$ cat config.mk
export PLATFORM = sky130hd
export DESIGN_NAME = router_fifo
export DESIGN_NICKNAME = d
export VERILOG_FILES = /design/src/rtl/router_fifo.sv
export SDC_FILE = /design/constraint.sdc
export NUM_CORES = 1
export LEC_CHECK = 0
export BUFFER_PORTS_ARGS = -buffer_cell sky130_fd_sc_hd__buf_2
export CORE_MARGIN = 2
export CORE_UTILIZATION = 44
export DETAILED_ROUTE_END_ITERATION = 8
export GPL_ROUTABILITY_DRIVEN = 0
export MAX_ROUTING_LAYER = met4
export PLACE_DENSITY_LB_ADDON = 0.08
export SYNTH_ARGS = -nofsm -noshare
export SYNTH_HDL_FRONTEND = slang
export SYNTH_SLANG_ARGS = --single-unit
$ cat constraint.sdc
create_clock -name clock -period 4.4 [get_ports clock]
set_clock_uncertainty 0.2 [all_clocks]
set_input_delay 0.88 -clock clock [delete_from_list [all_inputs] [get_ports clock]]
set_output_delay 0.88 -clock clock [all_outputs]
set_load 0.1 [all_outputs]
$ cat src/rtl/router_fifo.sv
// router_fifo : per-port output buffer of the 1x3 router.
// 16-entry byte FIFO that tags header bytes at write time and uses the tag
// on read to load a packet-length counter. data_out returns to zero once
// the last byte of a packet (its parity byte) has been delivered.
// Optional build macro: ROUTER_FIFO_STATUS_EN adds fifo_level and a sticky
// overflow_err output; without it neither port nor its logic exists.
module router_fifo #(
    parameter int DATA_W = 8,
    parameter int ADDR_W = 4
) (
    input  logic              clock,
    input  logic              reset,
    input  logic              soft_reset,
    input  logic              write_enb,
    input  logic              read_enb,
    input  logic              lfd_state,
    input  logic [DATA_W-1:0] data_in,
    output logic [DATA_W-1:0] data_out,
    output logic              full,
    output logic              empty,
    output logic              pkt_active
`ifdef ROUTER_FIFO_STATUS_EN
    ,
    output logic [ADDR_W:0]   fifo_level,
    output logic              overflow_err
`endif
);

    localparam int DEPTH = 2 ** ADDR_W;

    // Data payload storage; contents after reset are irrelevant because the
    // pointers define validity, so this array carries no reset.
    logic [DATA_W-1:0] r_mem [DEPTH];

    // Header tags live in flops so reset can clear them.
    logic [DEPTH-1:0]  r_tag;

    logic [ADDR_W:0]   r_wr_ptr;
    logic [ADDR_W:0]   r_rd_ptr;
    logic [6:0]        r_count;
    logic [DATA_W-1:0] r_data_out;

    logic [ADDR_W-1:0] w_wr_idx;
    logic [ADDR_W-1:0] w_rd_idx;
    logic              w_full;
    logic              w_empty;
    logic              w_wr_acc;
    logic              w_rd_acc;
    logic [DATA_W-1:0] w_rd_data;
    logic              w_rd_tag;
    logic [6:0]        w_hdr_count;

    assign w_wr_idx = r_wr_ptr[ADDR_W-1:0];
    assign w_rd_idx = r_rd_ptr[ADDR_W-1:0];

    // Flags come straight from the registered pointers; the extra MSB
    // distinguishes a full buffer from an empty one.
    assign w_empty = (r_wr_ptr == r_rd_ptr);
    assign w_full  = (w_wr_idx == w_rd_idx) && (r_wr_ptr[ADDR_W] != r_rd_ptr[ADDR_W]);

    // Both requests are judged against the start-of-cycle flags, so a write
    // into a full buffer is dropped even if a read frees a slot this cycle,
    // and a read from an empty buffer is ignored even if a write lands.
    assign w_wr_acc = write_enb && !w_full;
    assign w_rd_acc = read_enb && !w_empty;

    // Head entry, looked up combinationally so the counter can be loaded
    // in the same cycle the header is delivered.
    assign w_rd_data = r_mem[w_rd_idx];
    assign w_rd_tag  = r_tag[w_rd_idx];

    // Header bits [7:2] hold the payload length; +1 accounts for parity.
    assign w_hdr_count = {1'b0, w_rd_data[7:2]} + 7'd1;

    // Store incoming payload byte at the write index.
    always_ff @(posedge clock) begin
        if (w_wr_acc) begin
            r_mem[w_wr_idx] <= data_in;
        end
    end

    // One tag flop per entry, captured alongside the data and flushed by
    // either reset so stale headers can never be re-interpreted.
    generate
        for (genvar gi = 0; gi < DEPTH; gi++) begin : g_tag
            // Capture lfd_state for this entry when it is the write target.
            always_ff @(posedge clock or posedge reset) begin
                if (reset) begin
                    r_tag[gi] <= 1'b0;
                end else if (soft_reset) begin
                    r_tag[gi] <= 1'b0;
                end else if (w_wr_acc && (w_wr_idx == ADDR_W'(gi))) begin
                    r_tag[gi] <= lfd_state;
                end
            end
        end
    endgenerate

    // Write pointer advances on every accepted write; wraps naturally.
    always_ff @(posedge clock or posedge reset) begin
        if (reset) begin
            r_wr_ptr <= '0;
        end else if (soft_reset) begin
            r_wr_ptr <= '0;
        end else if (w_wr_acc) begin
            r_wr_ptr <= r_wr_ptr + 1'b1;
        end
    end

    // Read side: registered data_out, read pointer and packet counter.
    always_ff @(posedge clock or posedge reset) begin
        if (reset) begin
            r_rd_ptr   <= '0;
            r_count    <= '0;
            r_data_out <= '0;
        end else if (soft_reset) begin
            r_rd_ptr   <= '0;
            r_count    <= '0;
            r_data_out <= '0;
        end else if (w_rd_acc) begin
            r_rd_ptr   <= r_rd_ptr + 1'b1;
            r_data_out <= w_rd_data;
            if (w_rd_tag) begin
                r_count <= w_hdr_count;
            end else if (r_count != 7'd0) begin
                r_count <= r_count - 7'd1;
            end
        end else if (r_count == 7'd0) begin
            // Packet finished (or none in flight): park the bus at zero.
            r_data_out <= '0;
        end
    end

    assign data_out   = r_data_out;
    assign full       = w_full;
    assign empty      = w_empty;
    assign pkt_active = (r_count != 7'd0);

`ifdef ROUTER_FIFO_STATUS_EN
    logic r_overflow;

    // Occupancy straight from the pointer difference; range 0..DEPTH.
    assign fifo_level = r_wr_ptr - r_rd_ptr;

    // Sticky flag: any write attempt against a full buffer.
    always_ff @(posedge clock or posedge reset) begin
        if (reset) begin
            r_overflow <= 1'b0;
        end else if (soft_reset) begin
            r_overflow <= 1'b0;
        end else if (write_enb && w_full) begin
            r_overflow <= 1'b1;
        end
    end

    assign overflow_err = r_overflow;
`endif

endmodule

Word-level counts from Yosys, hierarchy flattened
Memories as Yosys holds them, arrays and structs flattened.
Index checks and enable logic that the tools add are counted.
Widths: inputs -> output; s select.
{"block": "totals", "ff_bits": 41, "latch_bits": 0, "ram_bits": 128, "mem_bits_ro": 0, "output_inout_bits": 11, "elab_cells": 136, "mem_count": 1}
{"block": "classes", "addsub": 4, "n_mul": 0, "div_mod_pow": 0, "n_lt_le_gt_ge": 1, "n_eq_ne": 18, "shifts": 0, "n_mux": 47, "bitwise_logic": 0, "reduce_logical": 45}
{"memory": "r_mem", "depth": 16, "word_bits": 8, "rd": 1, "rd_ports_with_merged_regs": 0, "wr": 1, "line_no": "33", "rtl": "logic [DATA_W-1:0] r_mem [DEPTH];"}
{"op": "$reduce_bool 2->1", "n": 18}
{"op": "$mux 1", "n": 35}
{"op": "$eq 4x4->1 const B", "n": 8}
{"op": "$mux 7", "n": 4}
{"op": "$mux 8", "n": 3}
{"op": "$mux 5", "n": 4}
{"op": "$logic_and 1x1->1", "n": 19}
{"op": "$eq 4x3->1 const B", "n": 4}
{"op": "$add 5x1->5 const B", "n": 2}
{"op": "$eq 4x2->1 const B", "n": 2}
{"op": "$add 6x1->7 const B", "n": 1}
{"op": "$logic_not 7->1", "n": 1}
{"op": "$reduce_bool 7->1", "n": 1}
{"op": "$sub 7x1->7 const B", "n": 1}
{"op": "$reduce_bool 3->1", "n": 2}
{"op": "$eq 5x5->1", "n": 1}
{"op": "$lt 4x5->1 const B", "n": 1}
{"op": "$bmux 1 s4", "n": 1}
{"op": "$eq 4x1->1 const B", "n": 1}
{"op": "$eq 4x4->1", "n": 1}
{"op": "$logic_not 4->1", "n": 1}
{"op": "$logic_not 1->1", "n": 2}
{"op": "$reduce_and 2->1", "n": 1}
{"op": "$ne 1x1->1", "n": 1}

Longest topological paths before layout
{"block": "logic_depth", "ltp_word": 7, "depth_mapped": 10}

Worst setup path before layout
Ideal clock, no wire load.
{"block": "synth_path", "path_kind": "reg2out", "startpoint": "register r_rd_ptr[1]", "endpoint": "output empty", "arrival_time_ns": 2.344, "path_slack_ns": 0.976, "path_stages_with_launch": 6, "n_path_buf": 2, "cell_sequence": "dfrtp_1 buf_4 buf_4 xnor2_1 nand4_1 nor2_1"}
{"block": "synth_between", "elab_chain_cells": 1}
{"element": "start: declaration", "line_no": "39", "rtl": "logic [ADDR_W:0] r_rd_ptr;"}
{"element": "start signal: assignment", "line_no": "121", "rtl": "r_rd_ptr <= r_rd_ptr + 1'b1;"}
{"element": "$eq 5x5->1", "line_no": "58", "rtl": "assign w_empty = (r_wr_ptr == r_rd_ptr);"}
{"element": "end: declaration", "line_no": "20", "rtl": "output logic empty,"}
No other way between the ends.

Worst setup path in the final report
{"block": "layout_path", "startpoint": "register r_count[0]", "endpoint": "output pkt_active"}
{"block": "layout_between", "elab_chain_cells": 1}
{"element": "start: declaration", "line_no": "40", "rtl": "logic [6:0] r_count;"}
{"element": "start signal: assignment", "line_no": "124", "rtl": "r_count <= w_hdr_count;"}
{"element": "start signal: assignment", "line_no": "126", "rtl": "r_count <= r_count - 7'd1;"}
{"element": "$reduce_bool 7->1", "line_no": "137", "rtl": "assign pkt_active = (r_count != 7'd0);"}
{"element": "end: declaration", "line_no": "21", "rtl": "output logic pkt_active"}
No other way between the ends.

==> results.json <==
{
  "p_total_mw": 4.15,
  "fp-row-count": 46,
  "power_frac_comb": 0.199,
  "initial_utilization": 0.451,
  "whs_endpoint": "r_tag[12]",
  "crit_path_max_incr_delay_ns": 0.50,
  "final_common_cell": "sky130_fd_sc_hd__edfxtp_1",
  "setup.reg_to_reg.worst_slack_ns": 1.05,
  "synth-seq-area-share": 0.677,
  "critical_path_at_ns": 2.62,
  "cts.sinks": 169,
  "setup-violations-final": 0,
  "cts-buffers-inserted": 17,
  "worst-r2r-cell-count": 5,
  "mostFrequentLayoutCells": "128 x sky130_fd_sc_hd__edfxtp_1, 39 x sky130_fd_sc_hd__mux4_2, 39 x sky130_fd_sc_hd__dfrtp_1",
  "finalHoldViolations": 0,
  "internal_power_mw": 2.93,
  "worst-slew-pin-transition_ns": 0.866,
  "antenna_cells_inserted": 0,
  "timing.critical_path.to_type": "output port",
  "ys_types": 39,
  "cell_area_power_density_nw_per_um2": 512,
  "synthesis.nets": 474,
  "dp_cells": 674,
  "critical_path.reg2reg.startpoint": "r_rd_ptr[2]",
  "port_buffers": 24,
  "critPathMaxFanout": 12,
  "cp.required_ns": 3.32,
  "antenna_violating_nets_post_route": 0,
  "yosys_register_bits": 169,
  "combined_area_of_the_multi_input_logic_cells_um2": 2140,
  "worstSetupPathType": "flop to output port",
  "n_fill_cell": 1343,
  "drt_wl_total_mm": 15.3,
  "crit_share_post_route": 0.842,
  "finalNetCount": 498,
  "place.detailed.hpwl_mm": 10.1,
  "first_global_vias": 4113,
  "rsz0062_at_grt": "no",
  "total_routing_usage_gr": 0.196,
  "grt_start_max_net_pins": 42,
  "detailedRoute.firstPassIterationCount": 5,
  "die_height_um": 132,
  "clock_latency_ns": 0.43,
  "number_of_antenna_violations_at_the_first_check_in_global_routing": 0,
  "crit_path_start_kind": "flop",
  "timing.critical_path.cells": "inv_1 -> ha_1 -> or3b_2 -> nor4_2 -> inv_1 -> buf_2",
  "route.detailed.wl_per_inst_um": 21.7,
  "post_drt_via_cell_ratio": 5.63,
  "post_cts_buffers": 0,
  "cts_htree_levels": 4,
  "outcome": "completed",
  "initial_drc_count": 267,
  "time_the_final_worst_path_needs_with_i_o_delays_and_setup_ns": 3.70,
  "switching_share": 0.294,
  "whs_path_depth": 2,
  "clk_path_buf_depth": 2,
  "fmax_mhz": 270,
  "synthesis.area_um2": 7190,
  "rel_slew_slack": 0.420,
  "grt_overflow_total": 0,
  "yosysWarnings": 0,
  "startpoint": "r_count[0]",
  "design.die.area_um2": 17400,
  "cap_violations": 0,
  "fp.coreArea_um2": 15900,
  "tritoncts": "done",
  "fp.dieW_um": 132,
  "finalNonFillerCells": 706,
  "crit-reg2reg-capture": "r_mem[7][0]",
  "post_route_cells_drive_above_1_share": 0.214,
  "tns_ns": 0,
  "sequentialPowerShare": 0.440,
  "synth.avg_cell_area_um2": 15.9,
  "worst_setup_hold_path_clk_slew_ns": 0.06,
  "worst_ir_drop_vdd_v": 0.000315,
  "seq_area_um2": 4870,
  "post_cts_hold_buffers": 0,
  "detail_route.drc_violations": 0,
  "finalHoldWorstSlack_ns": 0.328,
  "synthesis.instances": 453,
  "total_leakage_power_nw": 2.89,
  "final_max_slew_viol_count": 0,
  "post_cts_resize_count": 0,
  "pwr-share-clk": 0.361,
  "floorplan.io_pins": 25,
  "cts_root_buf": "sky130_fd_sc_hd__clkbuf_16",
  "global_route_wire_length_before_repair_mm": 24.3,
  "via_count": 3976,
  "most_used_cell_cp": "sky130_fd_sc_hd__inv_1",
  "hold_class": "flop to flop",
  "worstHoldStart": "r_tag[12]",
  "area.growth.synth_to_final_pct": 12.9,
  "critical_path.slowest_cell": "sky130_fd_sc_hd__or3b_2",
  "p_sw_mw": 1.22
}
==> state kept, by name (all words and copies together) (netlist names) <==
name,cells
data_out,8
r_count,7
r_mem,128
r_wr_ptr,5
r_rd_ptr,5
r_tag,16
==> cells by family after synthesis <==
family,share of synthesized area
adders and majority gates,0.0122
xor gates and xnor gates,0.0231
AOI/OAI and AO/OA,0.0478
muxes,0.142
and+or+nand+nor,0.0722
DFF,0.677
buffers and inverters,0.0252
==> power by group through the flow <==
| stage | Sequential, mW | Combinational [mW] | Clock (mW) |
|---|---|---|---|
| global placement | 1.86 | 0.831 | 0 |
| global route | 1.83 | 0.899 | 1.58 |
| floorplan | 1.91 | 0.597 | 0 |
| finish | 1.83 | 0.828 | 1.50 |
| detailed placement | 1.86 | 0.835 | 0 |
| CTS | 1.83 | 0.838 | 1.52 |
==> worst max-delay path by stage <==
stage | to | depth (start not counted)
5_1_grt | pkt_active | 6
2_1_floorplan | empty | 5
3_3_place_gp | r_mem[7][0] | 5
6_report | pkt_active | 6
3_5_place_dp | r_mem[7][0] | 5
4_1_cts | pkt_active | 6
==> worst max-delay path: cells and delay by family (launching register included) <==
kind / cells / cell delay (ns)
adders and majority gates: 1 / 0.17
buffers and inverters: 3 / 0.73
DFF: 1 / 0.41
and+or+nand+nor: 2 / 0.88
==> cells in the mapped netlist (all sizes together) <==
cell    instances  area (µm²)
mux4           40         905
or4             2        15.0
dfrtp          41        1030
inv            15        56.3
o21a            2        15.0
nor2b           5        31.3
nand2b          2        12.5
a32o            1        10.0
clkbuf         12        45.0
nor3            3        15.0
o21ai          17        85.1
edfxtp        128        3840
or3b            1        8.76
a22oi           8        60.1
xnor2          11        96.3
nand4          16         100
mux2i          12         120
nand2          22        82.6
o22ai           1        6.26
a211oi          1        7.51
and2            1        6.26
nor2           37         139
ha              7        87.6
or4b            1        10.0
a21o            1        7.51
buf            12        80.1
xor2            8        70.1
nor4            2        18.8
a31o            2        17.5
o21ba           1        10.0
nand3          16        80.1
a21oi          25         125
==> stage by stage <==
stage               utilization  setup WS, ns  cell area (µm²)
floorplan                     -         0.976             7190
global placement          0.472          1.15             7520
detailed placement        0.472          1.04             7520
CTS                       0.509         0.662             8120
global route              0.509         0.533             8120
finish                    0.509         0.696             8120
==> cell type report <==
cell class                      count  share of cell area
Multi-Input combinational cell    245               0.264
Clock inverter                     11              0.0165
Inverter                           15             0.00694
Timing Repair Buffer               29              0.0225
Tap cell                          216              0.0333
Sequential cell                   169               0.600
Clock buffer                       21              0.0567
==> routing by layer <==
layer / vias to the layer above / GRT usage / share of wire
met5: - / - / 0
li1: 1793 / - / -
met2: 111 / 0.299 / 0.48
met4: 0 / 0.0610 / 0.015
met1: 2050 / 0.265 / 0.45
met3: 22 / 0.0434 / 0.046
No activity file was read; power rests on OpenSTA's default activity.
